<file path="src/rtl/pipeline_ctrl.sv">
// pipeline_ctrl: hazard/sequencing controller for a 5-stage pipeline.
// Drives en/flush for the IF/ID, ID/EX, EX/MEM and MEM/WB latches and the
// PC write enable. Flush has priority over en in every latch.
//
// State table:
//   RUN    | normal issue; stalls, bubbles and squashes per hazard
//   DRAIN  | halt seen in EX; younger work squashed, halt advances to WB
//   HALTED | core stopped, sticky until reset
//
// Ports:
//   CLK, nRST (sync, active-low)
//   ihit, dhit                 memory handshakes
//   exmem_dREN/dWEN/brtaken    MEM-stage status
//   idex_MemToReg/wsel/halt    EX-stage status
//   ifid_rs/rt                 ID-stage sources
//   memwb_halt                 halt reached WB
//   pc_en, *_en, *_flush       latch controls
//   halted                     sticky stop indication
//   stall_cnt/flush_cnt/cyc_cnt present only with PIPE_PERF_CNT_EN defined
module pipeline_ctrl #(
   parameter int REG_W = 5,
   parameter int CNT_W = 32
) (
   input  logic             CLK,
   input  logic             nRST,
   input  logic             ihit,
   input  logic             dhit,
   input  logic             exmem_dREN,
   input  logic             exmem_dWEN,
   input  logic             exmem_brtaken,
   input  logic             idex_MemToReg,
   input  logic [REG_W-1:0] idex_wsel,
   input  logic [REG_W-1:0] ifid_rs,
   input  logic [REG_W-1:0] ifid_rt,
   input  logic             idex_halt,
   input  logic             memwb_halt,
   output logic             pc_en,
   output logic             ifid_en,
   output logic             idex_en,
   output logic             exmem_en,
   output logic             memwb_en,
   output logic             ifid_flush,
   output logic             idex_flush,
   output logic             exmem_flush,
   output logic             memwb_flush,
`ifdef PIPE_PERF_CNT_EN
   output logic [CNT_W-1:0] stall_cnt,
   output logic [CNT_W-1:0] flush_cnt,
   output logic [CNT_W-1:0] cyc_cnt,
`endif
   output logic             halted
);

   typedef enum logic [1:0] {
      ST_RUN    = 2'd0,
      ST_DRAIN  = 2'd1,
      ST_HALTED = 2'd2
   } state_t;

   state_t state_q, state_d;

   logic dwait;
   logic lduse;
   logic br_flush;

   assign dwait = (exmem_dREN | exmem_dWEN) & ~dhit;
   assign lduse = idex_MemToReg & (idex_wsel != '0) &
                  ((idex_wsel == ifid_rs) | (idex_wsel == ifid_rt));

   always_ff @(posedge CLK) begin
      if (!nRST) state_q <= ST_RUN;
      else       state_q <= state_d;
   end

   always_comb begin
      state_d     = state_q;
      pc_en       = 1'b0;
      ifid_en     = 1'b0;
      idex_en     = 1'b0;
      exmem_en    = 1'b0;
      memwb_en    = 1'b0;
      ifid_flush  = 1'b0;
      idex_flush  = 1'b0;
      exmem_flush = 1'b0;
      memwb_flush = 1'b0;
      halted      = 1'b0;
      br_flush    = 1'b0;

      if (!nRST) begin
         state_d     = ST_RUN;
         ifid_flush  = 1'b1;
         idex_flush  = 1'b1;
         exmem_flush = 1'b1;
         memwb_flush = 1'b1;
      end else begin
         case (state_q)
            ST_RUN: begin
               if (dwait) begin
                  // full freeze: every latch holds, nothing lost
               end else if (exmem_brtaken) begin
                  br_flush = 1'b1;
               end else if (lduse) begin
                  idex_flush = 1'b1;
                  exmem_en   = 1'b1;
                  memwb_en   = 1'b1;
               end else if (!ihit) begin
                  ifid_flush = 1'b1;
                  idex_en    = 1'b1;
                  exmem_en   = 1'b1;
                  memwb_en   = 1'b1;
               end else begin
                  pc_en    = 1'b1;
                  ifid_en  = 1'b1;
                  idex_en  = 1'b1;
                  exmem_en = 1'b1;
                  memwb_en = 1'b1;
               end
               // a halt can reach WB without passing DRAIN after a flush race
               if (memwb_halt)
                  state_d = ST_HALTED;
               else if (idex_halt && !dwait && !exmem_brtaken)
                  state_d = ST_DRAIN;
            end
            ST_DRAIN: begin
               if (dwait) begin
                  // full freeze
               end else if (exmem_brtaken) begin
                  br_flush = 1'b1;
               end else begin
                  ifid_flush = 1'b1;
                  idex_flush = 1'b1;
                  exmem_en   = 1'b1;
                  memwb_en   = 1'b1;
               end
               if (memwb_halt)
                  state_d = ST_HALTED;
               else if (!dwait && exmem_brtaken)
                  state_d = ST_RUN;
            end
            ST_HALTED: begin
               halted = 1'b1;
            end
            default: begin
               state_d = ST_RUN;
            end
         endcase

         // taken branch retires through MEM/WB; everything younger is squashed
         if (br_flush) begin
            pc_en       = 1'b1;
            ifid_flush  = 1'b1;
            idex_flush  = 1'b1;
            exmem_flush = 1'b1;
            memwb_en    = 1'b1;
         end
      end
   end

`ifdef PIPE_PERF_CNT_EN
   logic [CNT_W-1:0] stall_cnt_q, flush_cnt_q, cyc_cnt_q;

   always_ff @(posedge CLK) begin
      if (!nRST) begin
         stall_cnt_q <= '0;
         flush_cnt_q <= '0;
         cyc_cnt_q   <= '0;
      end else if (state_q != ST_HALTED) begin
         if (cyc_cnt_q != '1)
            cyc_cnt_q <= cyc_cnt_q + 1'b1;
         if (!pc_en && stall_cnt_q != '1)
            stall_cnt_q <= stall_cnt_q + 1'b1;
         if (br_flush && flush_cnt_q != '1)
            flush_cnt_q <= flush_cnt_q + 1'b1;
      end
   end

   assign stall_cnt = stall_cnt_q;
   assign flush_cnt = flush_cnt_q;
   assign cyc_cnt   = cyc_cnt_q;
`endif

endmodule

</file>
<file path="config.mk">
export PLATFORM = sky130hd
export DESIGN_NAME = pipeline_ctrl
export DESIGN_NICKNAME = d
export VERILOG_FILES = /design/src/rtl/pipeline_ctrl.sv
export SDC_FILE = /design/constraint.sdc
export NUM_CORES = 1
export LEC_CHECK = 0
export ABC_AREA = 1
export CORE_AREA = 2 2 39 41
export CTS_BUF_LIST = sky130_fd_sc_hd__clkbuf_16
export DETAILED_ROUTE_END_ITERATION = 10
export DIE_AREA = 0 0 41 43
export DONT_BUFFER_PORTS = 1
export SLEW_MARGIN = 5
export SYNTH_ARGS = -nofsm -noshare
export SYNTH_HDL_FRONTEND = slang
export SYNTH_SLANG_ARGS = --single-unit
</file>
<file path="constraint.sdc">
create_clock -name CLK -period 0.83 [get_ports CLK]
set_input_delay 0.0415 -clock CLK [delete_from_list [all_inputs] [get_ports CLK]]
set_output_delay 0.0415 -clock CLK [all_outputs]
set_load 0.03 [all_outputs]
</file>
==> results of run 1 <==
stage by stage:
step | hold slack, ps | instance area, um2 | worst slack (ps)
3_3_place_gp | 188 | 587 | -123
5_1_grt | 98.5 | 821 | -417
3_5_place_dp | 195 | 587 | -138
6_report | 76.9 | 821 | -376
4_1_cts | 35.0 | 762 | -356
2_1_floorplan | 150 | 477 | -133
layer usage:
layer,wire [um],vias up,share of wire [%],track usage (%)
li1,-,307,-,-
met1,475,259,34,15.3
met2,882,11,63,35.3
met5,0,-,0,0
met4,8,0,0.57,6.00
met3,44,2,3.1,2.62
report_power, final:
group	internal [mW]	switching (mW)	total, mW
clock	0.614	0.117	0.731
combinational	0.212	0.256	0.468
sequential	0.106	0.00565	0.111
total	0.932	0.378	1.31
path summary, 6_finish.rpt:
kind                            slack, ps          to  depth (start not counted)     startpoint
worst max-delay path                 -380    memwb_en                          6     state_q[1]
worst min-delay path                   80  state_q[0]                          3  exmem_brtaken
worst max register to register       -170  state_q[1]                          6     state_q[1]
worst min register to register        600  state_q[0]                          3     state_q[0]
cells by family (layout without fill, tap and decap cells):
logic type	count (synthesis)	count (layout)
and+or+nand+nor	57	57
buffers and inverters	23	46
AOI/OAI and AO/OA	5	5
xor gates and xnor gates	2	2
DFF	2	2
timing repair:
item | in CTS | in global routing
endpoints found under the setup margin | 9 | 11
pin swaps | 5 | 6
endpoints found under the hold margin | 2 | 0
hold buffers | 2 | 0
gates resized for setup | 13 | 11
buffers inserted | 5 | 1
layout make-up:
cell class,count,area (um2),share of cell area [%]
Multi-Input combinational cell,64,407,49.5
Timing Repair Buffer,20,189,23.0
Inverter,23,87.6,10.7
Clock buffer,3,75.1,9.15
Sequential cell,2,42.5,5.18
Tap cell,16,20.0,2.44
cell usage in the layout (no fill, tap or decap):
cell type and instances:
sky130_fd_sc_hd__xnor2_1 2, sky130_fd_sc_hd__nand3_1 3, sky130_fd_sc_hd__clkinv_2 1, sky130_fd_sc_hd__inv_1 15, sky130_fd_sc_hd__clkbuf_16 3, sky130_fd_sc_hd__nand2_1 30
sky130_fd_sc_hd__buf_6 9, sky130_fd_sc_hd__nand3_2 1, sky130_fd_sc_hd__o21bai_4 1, sky130_fd_sc_hd__nor3_2 1, sky130_fd_sc_hd__a21oi_2 1, sky130_fd_sc_hd__nand2_2 2
sky130_fd_sc_hd__nand3_4 2, sky130_fd_sc_hd__nand2_4 4, sky130_fd_sc_hd__a21oi_4 1, sky130_fd_sc_hd__dlygate4sd3_1 2, sky130_fd_sc_hd__nor2_4 3, sky130_fd_sc_hd__inv_2 7
sky130_fd_sc_hd__nor2_2 4, sky130_fd_sc_hd__o22ai_2 1, sky130_fd_sc_hd__dfxtp_2 2, sky130_fd_sc_hd__nand4_1 1, sky130_fd_sc_hd__buf_4 9, sky130_fd_sc_hd__o21ai_0 1
sky130_fd_sc_hd__nor2_1 6
worst max-delay path, cell delays in order, from the launching register on:
cell,delay (ps)
sky130_fd_sc_hd__dfxtp_2,320
sky130_fd_sc_hd__buf_4,130
sky130_fd_sc_hd__buf_6,120
sky130_fd_sc_hd__nor2_4,100
sky130_fd_sc_hd__inv_2,60
sky130_fd_sc_hd__nor2_2,90
sky130_fd_sc_hd__buf_6,130
synthesized netlist by cell type:
library cell	number	share of area [%]
sky130_fd_sc_hd__o22ai_1	1	1.5
sky130_fd_sc_hd__nor2_2	1	1.5
sky130_fd_sc_hd__a21oi_2	1	2.1
sky130_fd_sc_hd__clkinv_1	1	0.91
sky130_fd_sc_hd__a21oi_1	1	1.2
sky130_fd_sc_hd__inv_1	19	17
sky130_fd_sc_hd__o21bai_2	1	2.7
sky130_fd_sc_hd__nand3_1	6	7.3
sky130_fd_sc_hd__dfxtp_1	2	9.8
sky130_fd_sc_hd__nand2_1	35	32
sky130_fd_sc_hd__o21ai_0	1	1.2
sky130_fd_sc_hd__nand2_2	1	1.5
sky130_fd_sc_hd__nor2_1	12	11
sky130_fd_sc_hd__xnor2_1	2	4.3
sky130_fd_sc_hd__inv_2	3	2.7
sky130_fd_sc_hd__nand4_1	1	1.5
sky130_fd_sc_hd__nor3_1	1	1.2
==> flow_results.org, run 1 <==
** Status
- The run finished, with violations left.
- Violations in the final reports :: negative setup slack

** Clock network
- In this run the number of H-tree levels came out at 1.
- Number of buffers inserted during clock tree synthesis :: 3
- The later pin in the worst-skew pair is clocked with a latency of 220 ps.
- Master cell of the clock root buffer :: sky130_fd_sc_hd__clkbuf_16
- The clock drives 2 sinks.
- TritonCTS clock tree :: built
- Clock Tree Buf Depth :: 2
- Clock transition at the register clock pins on the worst setup and hold paths after CTS :: 30 ps

** Finish
- Total Nets Final :: around 140
- After filler insertion, the fill cell instance count of the layout stands at 132.
- 0 antenna diodes ended up in the layout.
- The register with the most flip-flops in the final layout is state_q.
- Excluding fillers, the count of instances in the completed layout stands at approximately 130.
- Area added between synthesis and finish :: 100%
- In the final layout, the registers with the most flip-flops are state_q (2).
- Post-layout util :: 59.3%
- Max FFs per register :: 2
- Share of post-route cells with drive strength above 1 :: 46.4%

** Critical path
- Worst-path maximum fanout :: 2
- Crit path arrival time :: 1160 ps
- STA classifies the critical path endpoint as an output port.
- Required time at the worst-slack endpoint :: 790 ps
- Crit path kind :: reg -> out
- Startpoint type of the worst setup path :: flip-flop

** Yosys
- Synth Instances :: between 80 and 90
- Share of synthesized cell area in full adder, half adder and majority cells :: 0%
- Sequential elements use around 9.8% of the synthesized area.
- Dominant combinational cell family by area after synthesis :: simple AND/OR/NAND/NOR gates
- Post-synthesis register bit count :: 2
- The number of nets handed over by synthesis was 114.
- After Yosys synthesis, and, or, nand and nor cells account for 56.1% of the synthesized area.
- Number of distinct library cells after synthesis :: 17
- In the synthesized netlist, mux cells make up 0% of the area.
- Yosys printed 0 warnings.
- Syn Area/Cell :: 4.61 um2
- Post-synthesis share of cell area spent on xor and xnor gates :: between 4 and 5%
- Synthesized-area fraction occupied by ao, oa, aoi and oai cells :: 8.84%
- Summing every instance area after synthesis gives approximately 400 um2.

** Global routing
- The first global-routing pass estimated 2150 um of wire.
- Global-route usage over all layers :: 17.5%
- The via count of the first global-routing pass was 590.
- Total congestion overflow :: 0
- The number of antenna violations at the first check in global routing came to 0.
- Entering global routing, the biggest net connects 7 pins.

** Pwr
- Dividing total power by cell area gives a power density of 1600 nW/um2.
- VDD sags by at most 1.40 mV.
- The completed layout was analyzed and its total power is 1.31 mW.
- The analysis attributes to cell leakage a power of 0.448 nW.

** Routing
- Routed vias :: approximately 580
- Residual DRC count :: 0
- Post-route antenna net violation count :: 0
- 1st-iter DRT viols :: 4
- Total Routed Length :: 1410 um
- 1st-pass router iterations :: 4
- In the final routed layout, each cell accounts on average for approximately 11 um.
- Routed vias/inst :: 4.52

** STA
- Headroom to the max-slew limit came out at between 80% and 90%.
- Share of the cycle needed by the critical path after routing :: 145%
- The number of max-slew violations in the final report came to 0.
- Final Setup Violations :: 11
- Minimum clock period after layout :: 1210 ps
- RSZ-0062 raised after global routing :: yes
- Maximum clock skew at final layout :: ~1.4 ps
- Total count of hold-check failures in the final report :: 0
- Summed over all failing endpoints, the final setup total negative slack is -3380 ps.
- In the post-route analysis, the smallest setup slack over all paths is -376 ps.
- Derived from the worst setup path, the maximum achievable clock frequency is 829 MHz.
- Slew at the pin with the worst max-slew slack :: 249 ps

** Hold path
- Class of the tightest hold or removal check :: in -> reg

** Placed design
- In this run, placement finished with an instance count of 117.
- Input and output buffers added on the ports amount to 0.
- Final Wtd Congestion :: 0.664
- Once detailed placement completed, the half-perimeter wirelength came to just over 900 um.

** Floorplanning
- Horizontal extent of the die :: 41 um
- The die is 43 um tall.
- Std cell rows :: 14
- The total area inside the core boundary comes to 1380 um2.
- The floorplan step defined a die boundary enclosing 1760 um2.
- Initial Util :: 29.7%
- I/O pins :: 35

** Flow run
- Number of max-cap violations :: 0
No activity file was read; power rests on OpenSTA's default activity.
==> run 2: changes to the inputs <==
CTS_BUF_LIST = unset   (was sky130_fd_sc_hd__clkbuf_16)
==> run 2 against run 1 <==
  * The flow still finishes with violations (negative setup slack)
  * Worst setup slack improved by 45 ps
  * Clock power fell by 72%
  * Power fell by 43%
  * Global-route usage fell by 0.98 points
  * Combinational power fell by 8.1%
  * Cell area fell by 11%
  * Count of clock-buffer cells in the layout did not move
  * Routed wire length fell by 13%
  * Largest cell class unchanged
==> flow_results.org, run 2 (synthesis results as in run 1) <==
** Critical path
- STA puts the critical path data arrival time at 1120 ps.
- Number of cells on the worst reg-to-reg path :: 6
- In this run the critical register-to-register path is launched from state_q[1].
- The worst register-to-register path has a setup slack of -170 ps.
- STA classifies the critical path endpoint as an output port.
- FF-to-FF End :: state_q[0]
- STA puts the critical path data required time at 790 ps.
- Worst-path maximum fanout :: 2
- Crit path kind :: reg -> out
- Startpoint type of the worst setup path :: flip-flop

** STA
- The worst path uses 140% of the clock period.
- Final hold analysis gives a worst-case slack of 38.7 ps.
- For this run, the top clock speed supported by timing is 861 MHz.
- The worst pin sits at a relative slew slack of 83.4%.
- Total count of hold-check failures in the final report :: 0
- Max-slew violations :: 0
- Final Setup Violations :: 11
- Maximum clock skew at final layout :: roughly 3.3 ps
- Slew at the pin with the worst max-slew slack :: 249 ps
- Minimum clock period after layout :: 1160 ps
- Setup slack of the critical path after layout :: -331 ps
- RSZ-0062 raised after global routing :: yes

** Routing
- For this run, the detailed router's first-pass iteration total came to 4.
- Avg WL per Cell :: 9.63 um
- 1st-iter DRT viols :: 4
- Summing over every cut layer, the via total after detailed routing is 574.
- Routed vias/inst :: 4.48
- Residual DRC count :: 0
- Total Routed Length :: between 1000 and 1500 um
- Post-route antenna net violation count :: 0

** Floorplanning
- From left edge to right edge, the die measures between 40 and 50 um.
- Row generation in the floorplan step produced 14 rows.
- Area of the core :: between 1000 and 1500 um2
- Die ar. :: 1760 um2
- Chip height :: 43 um
- During I/O placement, the number of pins put on the boundary was 35.
- Initial Util :: 29.7%

** Clock network
- Clock Tree Buf Depth :: 2
- The clock reaches the later pin of the worst-skew pair after 220 ps.
- Clk sinks :: 2
- TritonCTS clock tree :: built
- Number of buffers inserted during clock tree synthesis :: 3
- H-Tree Level Count :: 1
- Master cell of the clock root buffer :: sky130_fd_sc_hd__clkbuf_4
- After clock tree synthesis, the clock-pin slew on the worst setup and hold paths is 30 ps.

** Status
- The run finished, with violations left.
- The final reports fail on negative setup slack.

** Hold path
- Hold Path Depth :: 3
- Hold-critical path endpoint :: state_q[0]
- Class of the tightest hold or removal check :: in -> reg
- The startpoint identified for the worst hold timing path is exmem_brtaken.

** Pwr
- Across the VDD grid, the largest voltage drop is 0.873 mV.
- Logic pwr share :: 57.6%
- Sequential cells burn roughly 15% of the power.
- Power consumption :: roughly 0.75 mW
- Clock Power Share :: 27.6%
- Switch Pwr :: 0.289 mW
- Power spread over the standard cell area amounts to 1020 nW/um2.
- Summed over all cells, the static leakage comes to about 0.42 nW.
- Switching fraction of total power :: 38.7%
- The internal portion of the total power is 0.457 mW.

** Flow run
- Across the run, the number of max-cap violations was 0.

** Global routing
- Pin count of the biggest net entering global routing :: 7
- Antenna violations before repair :: 0
- The via count of the first global-routing pass came to 588.
- Total congestion overflow :: 0
- Global routing consumed, over all layers together, about 17% of the routing resources.
- The first global-routing pass estimated just over 2000 um of wire.

** Finish
- Leaving out fill and tap cells, the most frequent cell in the layout is sky130_fd_sc_hd__nand2_1.
- The largest registers in the layout are state_q (2).
- Counting flops per register, the top entry is state_q.
- The library cells used most frequently in the layout, excluding fill and tap cells, are sky130_fd_sc_hd__nand2_1 (29), sky130_fd_sc_hd__inv_1 (15), sky130_fd_sc_hd__buf_4 (12).
- Max FFs per register :: 2
- Share of post-route cells with drive strength above 1 :: about 45%
- After routing the design area is 732 um2.
- Compared with the post-synthesis result, the final layout area differs by 78.4%.
- At the end of the flow, the number of nets in the layout was 139.
- Total inserted antenna cells :: 0

** Placed design
- Final Wtd Congestion :: roughly 0.66
- Worst slack at placement :: -138 ps
- Once detailed placement completed, the half-perimeter wirelength came to ~900 um.
- Area post-placement :: slightly below 600 um2
- Input and output buffers added on the ports amount to 0.
run 2: power groups by stage:
| stage | clock network [mW] | registers, mW | logic (mW) |
|---|---|---|---|
| global route | 0.225 | 0.111 | 0.466 |
| floorplan | 0 | 0.110 | 0.252 |
| global placement | 0 | 0.111 | 0.327 |
| CTS | 0.212 | 0.110 | 0.415 |
| finish | 0.206 | 0.110 | 0.430 |
| detailed placement | 0 | 0.111 | 0.331 |
run 2: layout make-up:
type / count / area (um2)
sequential: 2 / 41.3
tap: 16 / 20.0
timing repair buffer: 20 / 178
clock buffer: 3 / 22.5
fill: 151 / 652
multi-input combinational: 64 / 383
inverter: 23 / 87.6
run 2: worst max-delay path, cell delays in order, from the launching register on:
cell and delay, ps:
sky130_fd_sc_hd__dfxtp_1 310, sky130_fd_sc_hd__inv_2 70, sky130_fd_sc_hd__nand3_2 80, sky130_fd_sc_hd__nor2_2 100
sky130_fd_sc_hd__nand2_2 90, sky130_fd_sc_hd__a21oi_4 250
run 2: what timing repair did:
action | 4_1_cts | 5_1_grt
buffers inserted | 6 | 0
endpoints found under the setup margin | 9 | 11
endpoints found under the hold margin | 2 | 0
hold buffers | 2 | 0
gates resized for setup | 12 | 4
pin swaps | 5 | 3
run 2: per-stage QoR:
stage               TNS (ps)  util, %  cells
detailed placement      -414     42.4    117
floorplan               -381        -     89
CTS                    -2780     51.7    128
finish                 -2840     52.9    128
global route           -3460     52.9    128
global placement        -352     42.4    117
run 2: how the worst max path moves through the flow:
| stage | startpoint | end | cells after the start |
|---|---|---|---|
| after floorplan | idex_wsel[2] | idex_en | 7 |
| after global placement | state_q[1] | pc_en | 5 |
| after detailed placement | state_q[1] | pc_en | 5 |
| after CTS | state_q[1] | pc_en | 5 |
| after global routing | state_q[1] | pc_en | 5 |
| final | state_q[0] | pc_en | 5 |
run 2: per-layer routing:
metal | global-route usage (%) | up-vias | routed length [um]
li1 | - | 305 | -
met1 | 14.4 | 256 | 426
met2 | 34.1 | 11 | 747
met3 | 2.62 | 2 | 50
met4 | 4.00 | 0 | 8
met5 | 0 | - | 0
